**config.mk**
```make
export PLATFORM = sky130hd
export DESIGN_NAME = boot_load_sequencer
export DESIGN_NICKNAME = d
export VERILOG_FILES = /design/src/rtl/boot_pkg.sv /design/src/rtl/load_counter.sv /design/src/rtl/boot_load_sequencer.sv
export SDC_FILE = /design/constraint.sdc
export NUM_CORES = 1
export LEC_CHECK = 0
export CORE_MARGIN = 10
export CORE_UTILIZATION = 25
export CTS_CLUSTER_DIAMETER = 80
export DETAILED_ROUTE_END_ITERATION = 16
export SYNTH_ARGS = -nofsm -noshare
export SYNTH_HDL_FRONTEND = slang
export SYNTH_SLANG_ARGS = --single-unit
```
**constraint.sdc**
```tcl
create_clock -name clk -period 3.45 [get_ports clk]
set_clock_uncertainty 0.1 [all_clocks]
set_input_delay 0.5175 -clock clk [delete_from_list [all_inputs] [get_ports clk]]
set_output_delay 0.5175 -clock clk [all_outputs]
set_load 0.02 [all_outputs]
```
**src/rtl/boot_pkg.sv**
```systemverilog
// Shared definitions for the boot load sequencer: FSM states and the byte
// strides that turn a word index into an external-port byte address.
package boot_pkg;

    typedef enum logic [2:0] {
        ST_IDLE,
        ST_LOAD_I,
        ST_LOAD_D,
        ST_RUN,
        ST_DONE
    } boot_state_e;

    // Instruction words are 32 bits, data words are 64 bits.
    localparam int unsigned IMEM_STRIDE = 4;
    localparam int unsigned DMEM_STRIDE = 8;

endpackage

```
**src/rtl/load_counter.sv**
```systemverilog
// Loadable up-counter with a terminal-count flag (count equals limit).
module load_counter #(
    parameter int unsigned W = 8
) (
    input  logic         clk,
    input  logic         rst_n,
    input  logic         load_i,
    input  logic [W-1:0] load_val_i,
    input  logic         en_i,
    input  logic [W-1:0] limit_i,
    output logic [W-1:0] count_o,
    output logic         tc_o
);

    logic [W-1:0] count_q;

    // Load takes priority over increment; synchronous active-low reset.
    always_ff @(posedge clk) begin
        if (!rst_n) begin
            count_q <= '0;
        end else if (load_i) begin
            count_q <= load_val_i;
        end else if (en_i) begin
            count_q <= count_q + W'(1);
        end
    end

    assign count_o = count_q;
    assign tc_o    = (count_q == limit_i);

endmodule

```
**src/rtl/boot_load_sequencer.sv**
```systemverilog
// Streams instruction then data words into two memories through their
// external ports, then enables the CPU for a fixed number of cycles.
import boot_pkg::*;

module boot_load_sequencer #(
    parameter int unsigned IMEM_ADDR_W = 9,
    parameter int unsigned DMEM_ADDR_W = 10,
    parameter int unsigned CYC_W       = 32
) (
    input  logic                   clk,
    input  logic                   arst_n,
    input  logic                   start,
    input  logic [IMEM_ADDR_W:0]   imem_words,
    input  logic [DMEM_ADDR_W:0]   dmem_words,
    input  logic [CYC_W-1:0]       run_cycles,
    input  logic                   s_valid,
    input  logic [63:0]            s_data,
    output logic                   s_ready,
    output logic [63:0]            addr_ext,
    output logic                   wen_ext,
    output logic                   ren_ext,
    output logic [31:0]            wdata_ext,
    output logic [63:0]            addr_ext_2,
    output logic                   wen_ext_2,
    output logic                   ren_ext_2,
    output logic [63:0]            wdata_ext_2,
    output logic                   cpu_enable,
    output logic                   busy,
    output logic                   done
);

    localparam int unsigned WW = ((IMEM_ADDR_W > DMEM_ADDR_W) ? IMEM_ADDR_W : DMEM_ADDR_W) + 1;
    localparam logic [WW-1:0] ONE_W = WW'(1);

    boot_state_e          state_q;
    logic [IMEM_ADDR_W:0] imem_cnt_q;
    logic [DMEM_ADDR_W:0] dmem_cnt_q;
    logic [CYC_W-1:0]     run_cnt_q;

    logic [63:0] addr_ext_q, addr_ext_2_q, wdata_ext_2_q;
    logic [31:0] wdata_ext_q;
    logic        wen_ext_q, wen_ext_2_q, ren_ext_q, ren_ext_2_q, cpu_en_q;

    logic [WW-1:0]    word_cnt, word_lim;
    logic             word_tc, word_load;
    logic [CYC_W-1:0] cyc_cnt;
    logic             cyc_tc, cyc_en;
    logic             start_acc, ready_d, beat;

    // Stream handshake and counter control derived from the current state.
    always_comb begin
        start_acc = start && ((state_q == ST_IDLE) || (state_q == ST_DONE));
        ready_d   = 1'b0;
        word_lim  = '0;
        if (state_q == ST_LOAD_I) begin
            ready_d  = (word_cnt < WW'(imem_cnt_q));
            word_lim = WW'(imem_cnt_q) - ONE_W;
        end else if (state_q == ST_LOAD_D) begin
            ready_d  = (word_cnt < WW'(dmem_cnt_q));
            word_lim = WW'(dmem_cnt_q) - ONE_W;
        end
        beat      = s_valid && ready_d;
        word_load = start_acc || (beat && word_tc);
        cyc_en    = (state_q == ST_RUN) && (cyc_cnt < run_cnt_q);
    end

    load_counter #(.W(WW)) u_word_cnt (
        .clk        (clk),
        .rst_n      (arst_n),
        .load_i     (word_load),
        .load_val_i ('0),
        .en_i       (beat),
        .limit_i    (word_lim),
        .count_o    (word_cnt),
        .tc_o       (word_tc)
    );

    load_counter #(.W(CYC_W)) u_cyc_cnt (
        .clk        (clk),
        .rst_n      (arst_n),
        .load_i     (start_acc),
        .load_val_i ('0),
        .en_i       (cyc_en),
        .limit_i    (run_cnt_q),
        .count_o    (cyc_cnt),
        .tc_o       (cyc_tc)
    );

    // Sequencer FSM with registered memory-port and enable outputs.
    always_ff @(posedge clk) begin
        if (!arst_n) begin
            state_q       <= ST_IDLE;
            imem_cnt_q    <= '0;
            dmem_cnt_q    <= '0;
            run_cnt_q     <= '0;
            addr_ext_q    <= '0;
            wdata_ext_q   <= '0;
            wen_ext_q     <= 1'b0;
            ren_ext_q     <= 1'b0;
            addr_ext_2_q  <= '0;
            wdata_ext_2_q <= '0;
            wen_ext_2_q   <= 1'b0;
            ren_ext_2_q   <= 1'b0;
            cpu_en_q      <= 1'b0;
        end else begin
            wen_ext_q   <= 1'b0;
            wen_ext_2_q <= 1'b0;
            ren_ext_q   <= 1'b0;
            ren_ext_2_q <= 1'b0;
            case (state_q)
                ST_IDLE, ST_DONE: begin
                    cpu_en_q <= 1'b0;
                    if (start_acc) begin
                        imem_cnt_q <= imem_words;
                        dmem_cnt_q <= dmem_words;
                        run_cnt_q  <= run_cycles;
                        if (imem_words != '0)      state_q <= ST_LOAD_I;
                        else if (dmem_words != '0) state_q <= ST_LOAD_D;
                        else                       state_q <= ST_RUN;
                    end
                end
                ST_LOAD_I: begin
                    if (beat) begin
                        wen_ext_q   <= 1'b1;
                        addr_ext_q  <= 64'(word_cnt) * 64'(IMEM_STRIDE);
                        wdata_ext_q <= s_data[31:0];
                        if (word_tc) begin
                            state_q <= (dmem_cnt_q != '0) ? ST_LOAD_D : ST_RUN;
                        end
                    end
                end
                ST_LOAD_D: begin
                    if (beat) begin
                        wen_ext_2_q   <= 1'b1;
                        addr_ext_2_q  <= 64'(word_cnt) * 64'(DMEM_STRIDE);
                        wdata_ext_2_q <= s_data;
                        if (word_tc) begin
                            state_q <= ST_RUN;
                        end
                    end
                end
                ST_RUN: begin
                    // Enable lags RUN entry by one cycle; the counter counts enabled cycles.
                    if (cyc_tc) begin
                        cpu_en_q <= 1'b0;
                        state_q  <= ST_DONE;
                    end else begin
                        cpu_en_q <= 1'b1;
                    end
                end
                default: begin
                    state_q  <= ST_IDLE;
                    cpu_en_q <= 1'b0;
                end
            endcase
        end
    end

    assign s_ready     = ready_d;
    assign addr_ext    = addr_ext_q;
    assign wen_ext     = wen_ext_q;
    assign ren_ext     = ren_ext_q;
    assign wdata_ext   = wdata_ext_q;
    assign addr_ext_2  = addr_ext_2_q;
    assign wen_ext_2   = wen_ext_2_q;
    assign ren_ext_2   = ren_ext_2_q;
    assign wdata_ext_2 = wdata_ext_2_q;
    assign cpu_enable  = cpu_en_q;
    assign busy        = (state_q == ST_LOAD_I) || (state_q == ST_LOAD_D) || (state_q == ST_RUN);
    assign done        = (state_q == ST_DONE);

endmodule

```
==> results.tsv, run 1 <==
stage	metric	value	unit
floorplan	Horiz. Die Dim	231.9	um
yosys	Post-Synthesis Cells	1382	
worst_setup_path	Worst Path Max Fanout	6	
sta	Hold Slack	0.3522	ns
placed_design	GP Congestion	0.8681	
yosys	Yosys top cell area share	39.25	%
worst_setup_path	reg2reg end	state_q[0]	
worst_setup_path	reg2reg start	imem_cnt_q[1]	
worst_setup_path	Setup crit start kind	register	
clock_tree	H-tree depth	1	
sta	period utilization	93.93	%
power_and_ir_drop	VDD IR max	0.3904	mV
placed_design	DP HPWL	26960	um
flow_run	Max-Cap Viols	0	
yosys	Synth async-reset ratio	0	%
power_and_ir_drop	Pleak	0.005593	uW
worst_setup_path	CP endpoint kind	output port	
worst_setup_path	worst path required time	2.83	ns
worst_setup_path	r2r setup slk	0.24	ns
routing	DRC errors left	0	
layout	Inserted Diodes	0	
clock_tree	CTS Buf Count	26	
sta	final setup vio count	0	
yosys	Post-synth EDFFs	0	
sta	Fmax	308.6	MHz
floorplan	initial core utilization	25.32	%
worst_setup_path	depth of the most critical reg-to-reg path	10	
routing	via count	10050	
clock_tree	clk slew on worst S/H paths	0.06	ns
floorplan	Die H	231.9	um
yosys	Avg Cell Area, Syn	8.119	um2
global_routing	Tot GR Track Use	12.79	%
routing	drt first pass iters	5	
sta	Slew headroom	30.65	%
outcome	outcome	completed	
sta	Fin. Hold Viols	0	
worst_setup_path	WP data arrival	2.62	ns
clock_tree	Max clock buf depth	3	
layout	area delta synth->final	31.72	%
floorplan	die area	53760	um2
clock_tree	CTS tree	done	
worst_setup_path	crit path from	dmem_cnt_q[5]	
worst_setup_path	Critical Path End	s_ready	
routing	detailed-route vias per instance	4.532	
yosys	Seq/Total Area, Yosys	39.25	%
yosys	YS warnings	0	
yosys	largest cells by area after synthesis	dfxtp_1 39%, nand2_1 8.8%, mux2i_1 7.3%, buf_4 7.2%, a21oi_1 6.5%	
routing	Iter 0 DRT Violations	585	
floorplan	core footprint	44320	um2
sta	RSZ-0062 raised after global routing	false	
global_routing	met2 Track Usage GR	20.00	%
global_routing	met1 Track Usage GR	15.69	%
global_routing	initial antenna violation count	0	
sta	Final TNS setup	0	ns
routing	Antenna Nets Post-Route	0	
global_routing	largest net degree at the start of global routing	89	
global_routing	gr busiest metal	met2	
worst_setup_path	CP Class	register to output port	
placed_design	port buffer count	244	
global_routing	first-pass GRT wire length	56100	um
global_routing	vias in the first global route	9902	
clock_tree	Hold Buf Count CTS	0	
clock_tree	clk sinks	220	
global_routing	GRT overflow	0	
power_and_ir_drop	power density cells	554.7	nW/um2
yosys	Seq cells post-synth	220	
hold_path	Hold Path Cell Cnt	2	
floorplan	IO Pins	353	
global_routing	GR Layer Usage met3	5.961	%
layout	Final #Nets	1781	
yosys	Unique masters post-synth	57	
floorplan	# rows	77	
hold_path	Hold Crit Class	register to register	
clock_tree	post-CTS setup buffer count	0	
clock_tree	post-CTS resize count	2	
clock_tree	clock latency on the worst-skew pair	0.53	ns
sta	Slew Viols, Final	0	
yosys	Main synth FF type	dfxtp_1	
sta	final worst path period need	3.241	ns
layout	share of cells above drive strength 1	5.600	%
clock_tree	clk root buf	clkbuf_16	
routing	final wirelength	36340	um
yosys	Post-Synthesis Cell Area	11220	um2
routing	routed length per instance	16.39	um
sta	Worst Tran Pin Value	1.038	ns
yosys	Yosys top cell by area	dfxtp_1	
## cells in the mapped netlist (3+ instances only)
cell and n:
a2111oi_0 4, a211oi_1 6, a21o_1 15, a21oi_1 146, a31oi_1 3, and3_1 11, and4_1 5, buf_1 4
buf_2 9, buf_4 108, clkbuf_1 60, dfxtp_1 220, ha_1 55, inv_1 69, mux2i_1 82, nand2_1 263
nand3_1 22, nand4_1 22, nor2_1 98, nor2b_1 3, nor3_1 13, nor3b_1 9, nor4_1 14, nor4b_1 3
o211ai_1 3, o21a_1 3, o21ai_0 22, o22ai_1 3, o31ai_1 17, or3_1 21, or4_1 18, xnor2_1 15
xor2_1 4
## per-layer routing
metal  wire length, um  part of all wire [%]  vias to the layer above
met1             15780                    43                     4725
met2             15720                    43                      349
met4               516                   1.4                        0
li1                  -                     -                     4936
met5                 0                     0                        -
met3              4316                    12                       37
## per-stage QoR
stage	instances	setup slack, ns	total power, uW	instance area, um2	utilization (%)
floorplan	1489	0.5371	4751	11620	-
finish	2217	0.2095	8198	14780	33.35
global route	2217	0.009787	8689	14780	33.35
detailed placement	2169	0.2678	5591	13940	31.46
global placement	2169	0.3277	5568	13940	31.46
CTS	2217	0.01447	8319	14780	33.35
## area by class of cell
class,count,area [um2]
Tap cell,592,740.7
Clock buffer,37,773.2
Fill cell,4674,29540
Multi-Input combinational cell,1017,5874
Timing Repair Buffer,270,2658
Clock inverter,11,62.56
Sequential cell,220,4404
Inverter,70,267.8
## cell usage in the layout, fill, tap and decap left out, types with 24 or more instances in the layout
cell type          n
nand2_1          263
clkdlybuf4s50_1  243
dfxtp_1          220
a21oi_1          146
conb_1           108
nor2_1            97
mux2i_1           82
inv_1             69
ha_1              55
clkbuf_16         27
buf_4             24
## kinds of logic after synthesis
group | synth area share [%]
xor gates and xnor gates | 1.483
other | 0.03342
muxes | 7.415
adders and majority gates | 6.133
AOI/OAI and AO/OA | 12.40
and+or+nand+nor | 21.07
DFF | 39.25
buffers and inverters | 12.21
## state kept, by name, summed over array words and instances (netlist names), 10 cells and up
name,cells
u_cyc_cnt.count_o,32
addr_ext_2,11
dmem_cnt_q,11
run_cnt_q,32
addr_ext,11
imem_cnt_q,10
wdata_ext,32
u_word_cnt.count_o,11
wdata_ext_2,64
## worst min path at each step
stage | end | startpoint | slack (ns)
global route | run_cnt_q[16] | run_cnt_q[16] | 0.37
detailed placement | wdata_ext[1] | wdata_ext[1] | 0.35
CTS | wdata_ext[1] | wdata_ext[1] | 0.36
floorplan | run_cnt_q[10] | run_cnt_q[10] | 0.34
global placement | wdata_ext[13] | wdata_ext[13] | 0.34
finish | run_cnt_q[16] | run_cnt_q[16] | 0.35
## power breakdown
group          internal, uW  switching, uW  total [uW]
clock                  1560           1100        2660
combinational          1030           1530        2560
sequential             2780            193        2980
total                  5370           2830        8200
## worst max-delay path, stage by stage (launching register included)
cell and delay (ns):
dfxtp_1 0.44, inv_1 0.08, ha_1 0.31, a21o_1 0.21
a221oi_2 0.32, o21ai_0 0.13, a21oi_1 0.14, o21ai_0 0.13
o21ai_0 0.12, clkbuf_2 0.20
No activity file was read; power rests on OpenSTA's default activity.
==> run 2, diff against run 1 <==
MAX_ROUTING_LAYER = met4   (was not set)
==> run 2 against run 1 <==
  * Sequential power about the same
  * Via count decreased by 0.20%
  * First-iteration DRC count decreased by 32%
  * Highest routed layer unchanged
  * Largest power group is now clock
  * Critical path type unchanged
==> results.tsv, run 2 (synthesis results as in run 1) <==
stage	metric	value	unit	change
worst_setup_path	Most common cell on crit path	o21ai_0		
worst_setup_path	CP endpoint kind	output port		
routing	via count	10030		-0.20%
power_and_ir_drop	sw frac	33.30	%	-1.2 points
placed_design	GP Congestion	0.8623		-0.67%
clock_tree	CTS Buf Count	28		+7.7%
power_and_ir_drop	total net switching power	2885	uW	+1.9%
floorplan	die area	53760	um2	unchanged
routing	Antenna Nets Post-Route	0		unchanged
floorplan	core footprint	44320	um2	unchanged
floorplan	IO Pins	353		unchanged
outcome	outcome	completed		
sta	final worst path period need	3.187	ns	-0.05326 ns
layout	Reg area	4405	um2	about the same
floorplan	Die H	231.9	um	unchanged
routing	routed length per instance	16.22	um	-1.0%
sta	Slew Viols, Final	0		unchanged
global_routing	initial antenna violation count	0		unchanged
sta	Slew headroom	30.73	%	+0.082 points
floorplan	Horiz. Die Dim	231.9	um	unchanged
placed_design	port buffer count	244		unchanged
clock_tree	CTS tree	done		
power_and_ir_drop	Clock Power Share	36.1	%	+3.7 points
worst_setup_path	CP Class	register to output port		
power_and_ir_drop	power density cells	579.7	nW/um2	+4.5%
layout	Final #Nets	1783		+0.11%
floorplan	# rows	77		unchanged
clock_tree	H-tree depth	1		unchanged
worst_setup_path	Setup crit start kind	register		
clock_tree	Max clock buf depth	3		unchanged
global_routing	GRT overflow	0		unchanged
routing	Iter 0 DRT Violations	399		-32%
layout	Inserted Diodes	0		unchanged
layout	share of cells above drive strength 1	5.774	%	+0.17 points
worst_setup_path	Critical Path, Cell by Cell	inv_1, ha_1, and3_1, a221oi_1, o21ai_0, a21oi_1, o21ai_0, o21ai_0, clkbuf_2		
sta	final setup vio count	0		unchanged
layout	most frequent cells in the layout	263 x nand2_1, 243 x clkdlybuf4s50_1, 219 x dfxtp_1, 146 x a21oi_1, 108 x conb_1		
clock_tree	clk sinks	220		unchanged
hold_path	Hold Crit Class	register to register		
global_routing	largest net degree at the start of global routing	77		-13%
clock_tree	post-CTS setup buffer count	0		unchanged
flow_run	Max-Cap Viols	0		unchanged
layout	Fill cells	4658		-0.34%
floorplan	initial core utilization	25.32	%	unchanged
routing	DRC errors left	0		unchanged
worst_setup_path	CP max stage delay	0.48	ns	+0.04 ns
sta	Final TNS setup	0	ns	unchanged
power_and_ir_drop	VDD IR max	0.4189	mV	+7.3%
layout	most common cell after layout, fill and taps aside	nand2_1		
layout	footprint of the multi-input gates	5868	um2	-0.11%
clock_tree	clock latency on the worst-skew pair	0.55	ns	+0.02 ns
power_and_ir_drop	combinational share of power	29.5	%	-1.8 points
global_routing	vias in the first global route	10010		+1.0%
worst_setup_path	WP data arrival	2.57	ns	-0.05 ns
clock_tree	clk root buf	clkbuf_16		
sta	period utilization	92.38	%	-1.5 points
sta	RSZ-0062 raised after global routing	false		
global_routing	Tot GR Track Use	13.13	%	+0.34 points
layout	Largest register FFs	64		unchanged
clock_tree	clk slew on worst S/H paths	0.06	ns	about the same
routing	final wirelength	36010	um	-0.91%
sta	Fin. Hold Viols	0		unchanged
sta	Fmax	313.7	MHz	+1.7%
power_and_ir_drop	Pleak	0.005676	uW	+1.5%
global_routing	first-pass GRT wire length	55800	um	-0.53%
layout	area delta synth->final	33.21	%	
layout	post-layout util	33.73	%	+0.38 points
placed_design	DP HPWL	26810	um	-0.56%
worst_setup_path	worst path required time	2.83	ns	about the same
power_and_ir_drop	sequential fraction of design power	34.4	%	-1.9 points
worst_setup_path	Slowest cell on crit path	dfxtp_1		
power_and_ir_drop	Internal	5780	uW	+7.7%
routing	drt first pass iters	5		unchanged
clock_tree	Hold Buf Count CTS	0		unchanged
worst_setup_path	Worst Path Max Fanout	7		+1
routing	detailed-route vias per instance	4.517		-0.33%
sta	Worst Tran Pin Value	1.037	ns	-0.001229 ns
[run 2: power groups by stage]
stage | Sequential [uW] | Combinational (uW) | Clock, uW
after global placement | 3020 | 2560 | 0
final | 2980 | 2560 | 3130
after floorplan | 3110 | 1640 | 0
after global routing | 3010 | 2820 | 3310
after CTS | 2980 | 2580 | 3220
after detailed placement | 3030 | 2560 | 0
[run 2: metal layers]
metal	track usage, %	part of all wire, %	vias to the layer above
met1	15.94	44	4647
met4	3.737	2.3	0
li1	-	-	4955
met5	-	0	-
met2	19.39	42	371
met3	5.729	12	54
[run 2: critical path: cells and delay by family (launching register included)]
kind                     cells  cell delay [ns]
AND/OR/NAND/NOR              1             0.16
AO/OA/AOI/OAI                5             0.81
flip-flops                   1             0.48
adder cells (fa/ha/maj)      1             0.29
buffers and inverters        2             0.29
[run 2: path summary, 6_finish.rpt]
kind                            slack [ns]  depth (start not counted)            end           from
worst max-delay path                  0.26                          9        s_ready  dmem_cnt_q[4]
worst min register to register        0.35                          2  run_cnt_q[28]  run_cnt_q[28]
worst min-delay path                  0.35                          2  run_cnt_q[28]  run_cnt_q[28]
worst max register to register        0.26                         10     state_q[0]  imem_cnt_q[0]
[run 2: area by class of cell]
type | count | share of cell area, %
multi-input cells | 1017 | 39.26
repair buffers | 270 | 17.86
clock buffers | 39 | 5.508
clock inverters | 12 | 1.147
well taps | 592 | 4.956
inverters | 70 | 1.791
flip-flops and latches | 220 | 29.47
[run 2: what timing repair did]
| action | CTS | global route |
|---|---|---|
| resized for setup | 2 | 4 |
| cloned | 0 | 0 |
| endpoints found under the hold margin | 0 | 0 |
| setup endpoints to repair | 1 | 2 |
[run 2: per-stage QoR]
stage | total power, uW | area [um2] | setup WS, ns | hold slack, ns | cells
final | 8664 | 14950 | 0.2627 | 0.3536 | 2220
after global routing | 9146 | 14950 | 0.02600 | 0.3667 | 2220
after CTS | 8781 | 14950 | 0.004795 | 0.3559 | 2220
after detailed placement | 5591 | 13950 | 0.2484 | 0.3482 | 2169
after global placement | 5573 | 13950 | 0.2781 | 0.3417 | 2169
after floorplan | 4751 | 11620 | 0.5371 | 0.3363 | 1489
==> run 3, diff against run 2 <==
CORE_UTILIZATION = 47   (was 25)
PLACE_DENSITY = 0.81   (was not set)
==> run 3 against run 2 <==
  * Sequential share of layout area is 0.81 points higher
  * First-iteration DRC count increased by 46%
  * Critical path type unchanged
  * Clock-buffer cell count shrank 5
==> results.tsv, run 3 (synthesis results as in run 1) <==
stage	metric	value	unit	change
sta	RSZ-0062 raised after global routing	true		
placed_design	GP Congestion	0.8817		+2.2%
clock_tree	post-CTS setup buffer count	0		unchanged
clock_tree	Max clock buf depth	3		unchanged
worst_setup_path	worst path required time	2.83	ns	about the same
power_and_ir_drop	power density cells	581.3	nW/um2	+0.27%
worst_setup_path	CP max stage delay	0.43	ns	-0.05 ns
global_routing	Tot GR Track Use	21.66	%	+8.5 points
sta	Hold Slack	0.3523	ns	-0.001308 ns
layout	most frequent cells in the layout	263 x nand2_1, 243 x clkdlybuf4s50_1, 220 x dfxtp_1, 146 x a21oi_1, 108 x conb_1		
layout	area delta synth->final	29.61	%	
clock_tree	clk root buf	clkbuf_16		
floorplan	die area	30450	um2	-43%
sta	Slew Viols, Final	0		unchanged
sta	Worst Tran Pin Value	1.011	ns	-0.02583 ns
hold_path	Hold Crit Class	register to register		
placed_design	Inst Count DP	1897		-13%
routing	via count	10100		+0.76%
floorplan	# rows	56		-27%
hold_path	Worst Hold Path EP	wdata_ext[20]		
floorplan	IO Pins	353		unchanged
sta	Fmax	302.0	MHz	-3.7%
worst_setup_path	Most common cell on crit path	o21ai_0		
worst_setup_path	CP endpoint kind	output port		
global_routing	initial antenna violation count	1		+1
hold_path	Hold Path Cell Cnt	2		unchanged
layout	share of cells above drive strength 1	5.662	%	-0.11 points
global_routing	first-pass GRT wire length	53280	um	-4.5%
global_routing	largest net degree at the start of global routing	74		-3.9%
placed_design	DP HPWL	25260	um	-5.8%
power_and_ir_drop	Pleak	0.005644	uW	-0.56%
clock_tree	clk slew on worst S/H paths	0.06	ns	about the same
sta	period utilization	95.98	%	+3.6 points
layout	most common cell after layout, fill and taps aside	nand2_1		
sta	Slew headroom	32.45	%	+1.7 points
worst_setup_path	Slowest cell on crit path	dfxtp_1		
worst_setup_path	Worst Path Max Fanout	6		-1
routing	detailed-route vias per instance	5.194		+15%
layout	Largest register FFs	64		unchanged
global_routing	vias in the first global route	10070		+0.69%
floorplan	initial core utilization	47.80	%	+22 points
routing	Iter 0 DRT Violations	582		+46%
outcome	outcome	completed		
clock_tree	clk sinks	220		unchanged
worst_setup_path	reg2reg end	state_q[0]		
floorplan	core footprint	23470	um2	-47%
routing	DRC errors left	0		unchanged
hold_path	Hold Crit Start	wdata_ext[20]		
routing	final wirelength	33870	um	-5.9%
clock_tree	CTS Buf Count	26		-7.1%
routing	Antenna Nets Post-Route	0		unchanged
power_and_ir_drop	VDD IR max	0.3900	mV	-6.9%
worst_setup_path	CP Class	register to output port		
worst_setup_path	depth of the most critical reg-to-reg path	10		unchanged
routing	routed length per instance	17.41	um	+7.4%
worst_setup_path	r2r setup slk	0.16	ns	-0.10 ns
sta	Final TNS setup	0	ns	unchanged
clock_tree	CTS tree	done		
routing	drt first pass iters	6		+1
layout	post-layout util	61.96	%	+28 points
layout	non-filler instance count after layout	1945		-12%
sta	final setup vio count	0		unchanged
sta	final worst path period need	3.311	ns	+0.1240 ns
clock_tree	H-tree depth	1		unchanged
floorplan	Die H	174.5	um	-25%
worst_setup_path	WP data arrival	2.69	ns	+0.12 ns
clock_tree	clock latency on the worst-skew pair	0.53	ns	-0.02 ns
flow_run	Max-Cap Viols	0		unchanged
global_routing	GRT overflow	0		unchanged
worst_setup_path	reg2reg start	imem_cnt_q[0]		
worst_setup_path	Critical Path, Cell by Cell	inv_1, ha_1, a21o_1, a221oi_1, o21ai_0, a21oi_1, o21ai_0, o21ai_0, clkbuf_2		
layout	Final #Nets	1782		-0.056%
worst_setup_path	Setup crit start kind	register		
floorplan	Horiz. Die Dim	174.5	um	-25%
placed_design	port buffer count	244		unchanged
sta	Fin. Hold Viols	0		unchanged
==> run 3: cell types whose count changed in the layout (fill, tap and decap cells not counted) <==
cell        change
buf_4           +1
clkinv_2        +1
dfxtp_2         -1
diode_2         +1
clkinvlp_4      +1
inv_6           -2
clkbuf_1        -2
dfxtp_1         +1
clkbuf_16       -3
clkinv_8        +1
==> run 3: repair_timing <==
item,CTS,global route
hold buffers,0,0
endpoints found under the setup margin,1,4
cloned,0,0
endpoints found under the hold margin,0,0
resized for setup,2,3
==> run 3: power breakdown <==
part | switching, uW | internal (uW) | total (uW) | leakage, uW
combinational | 1550 | 1040 | 2590 | 0.00340
clock | 1090 | 1810 | 2900 | 0.000457
sequential | 176 | 2780 | 2960 | 0.00178
==> run 3: worst max path at each step <==
| stage | start | end | slack (ns) | cells past startpoint |
|---|---|---|---|---|
| 2_1_floorplan | imem_cnt_q[0] | state_q[0] | 0.54 | 10 |
| 3_3_place_gp | dmem_cnt_q[5] | s_ready | 0.29 | 9 |
| 3_5_place_dp | imem_cnt_q[0] | state_q[0] | 0.17 | 10 |
| 4_1_cts | dmem_cnt_q[5] | s_ready | 0.01 | 9 |
| 5_1_grt | imem_cnt_q[0] | state_q[0] | -0.05 | 10 |
| 6_report | dmem_cnt_q[5] | s_ready | 0.14 | 9 |
==> run 3: area by class of cell <==
cell class | instances | area, um2
repair buffers | 271 | 2678
flip-flops and latches | 220 | 4404
clock inverters | 13 | 182.7
well taps | 319 | 399.1
clock buffers | 34 | 740.7
multi-input cells | 1017 | 5868
diodes | 1 | 2.502
inverters | 70 | 267.8
fillers | 2010 | 8930
==> run 3: metrics by stage <==
stage | power (uW) | setup WS [ns] | area [um2]
global route | 8886 | -0.05497 | 14540
global placement | 5533 | 0.2937 | 13620
CTS | 8506 | 0.01435 | 14540
detailed placement | 5584 | 0.1740 | 13620
finish | 8453 | 0.1387 | 14540
floorplan | 4751 | 0.5371 | 11620
==> run 3: critical path: cells and delay by family, from the launching register on <==
family | cells | cell delay, ns
AO/OA/AOI/OAI | 6 | 1.12
adder cells (fa/ha/maj) | 1 | 0.31
buffers and inverters | 2 | 0.31
flip-flops | 1 | 0.43
==> run 3: routing by layer <==
layer,vias to the layer above,global-route usage (%),wire [um]
met5,-,-,0
met4,0,7.418,1122
met3,71,9.231,3876
met2,400,34.97,15820
met1,4678,23.58,13050
li1,4954,-,-
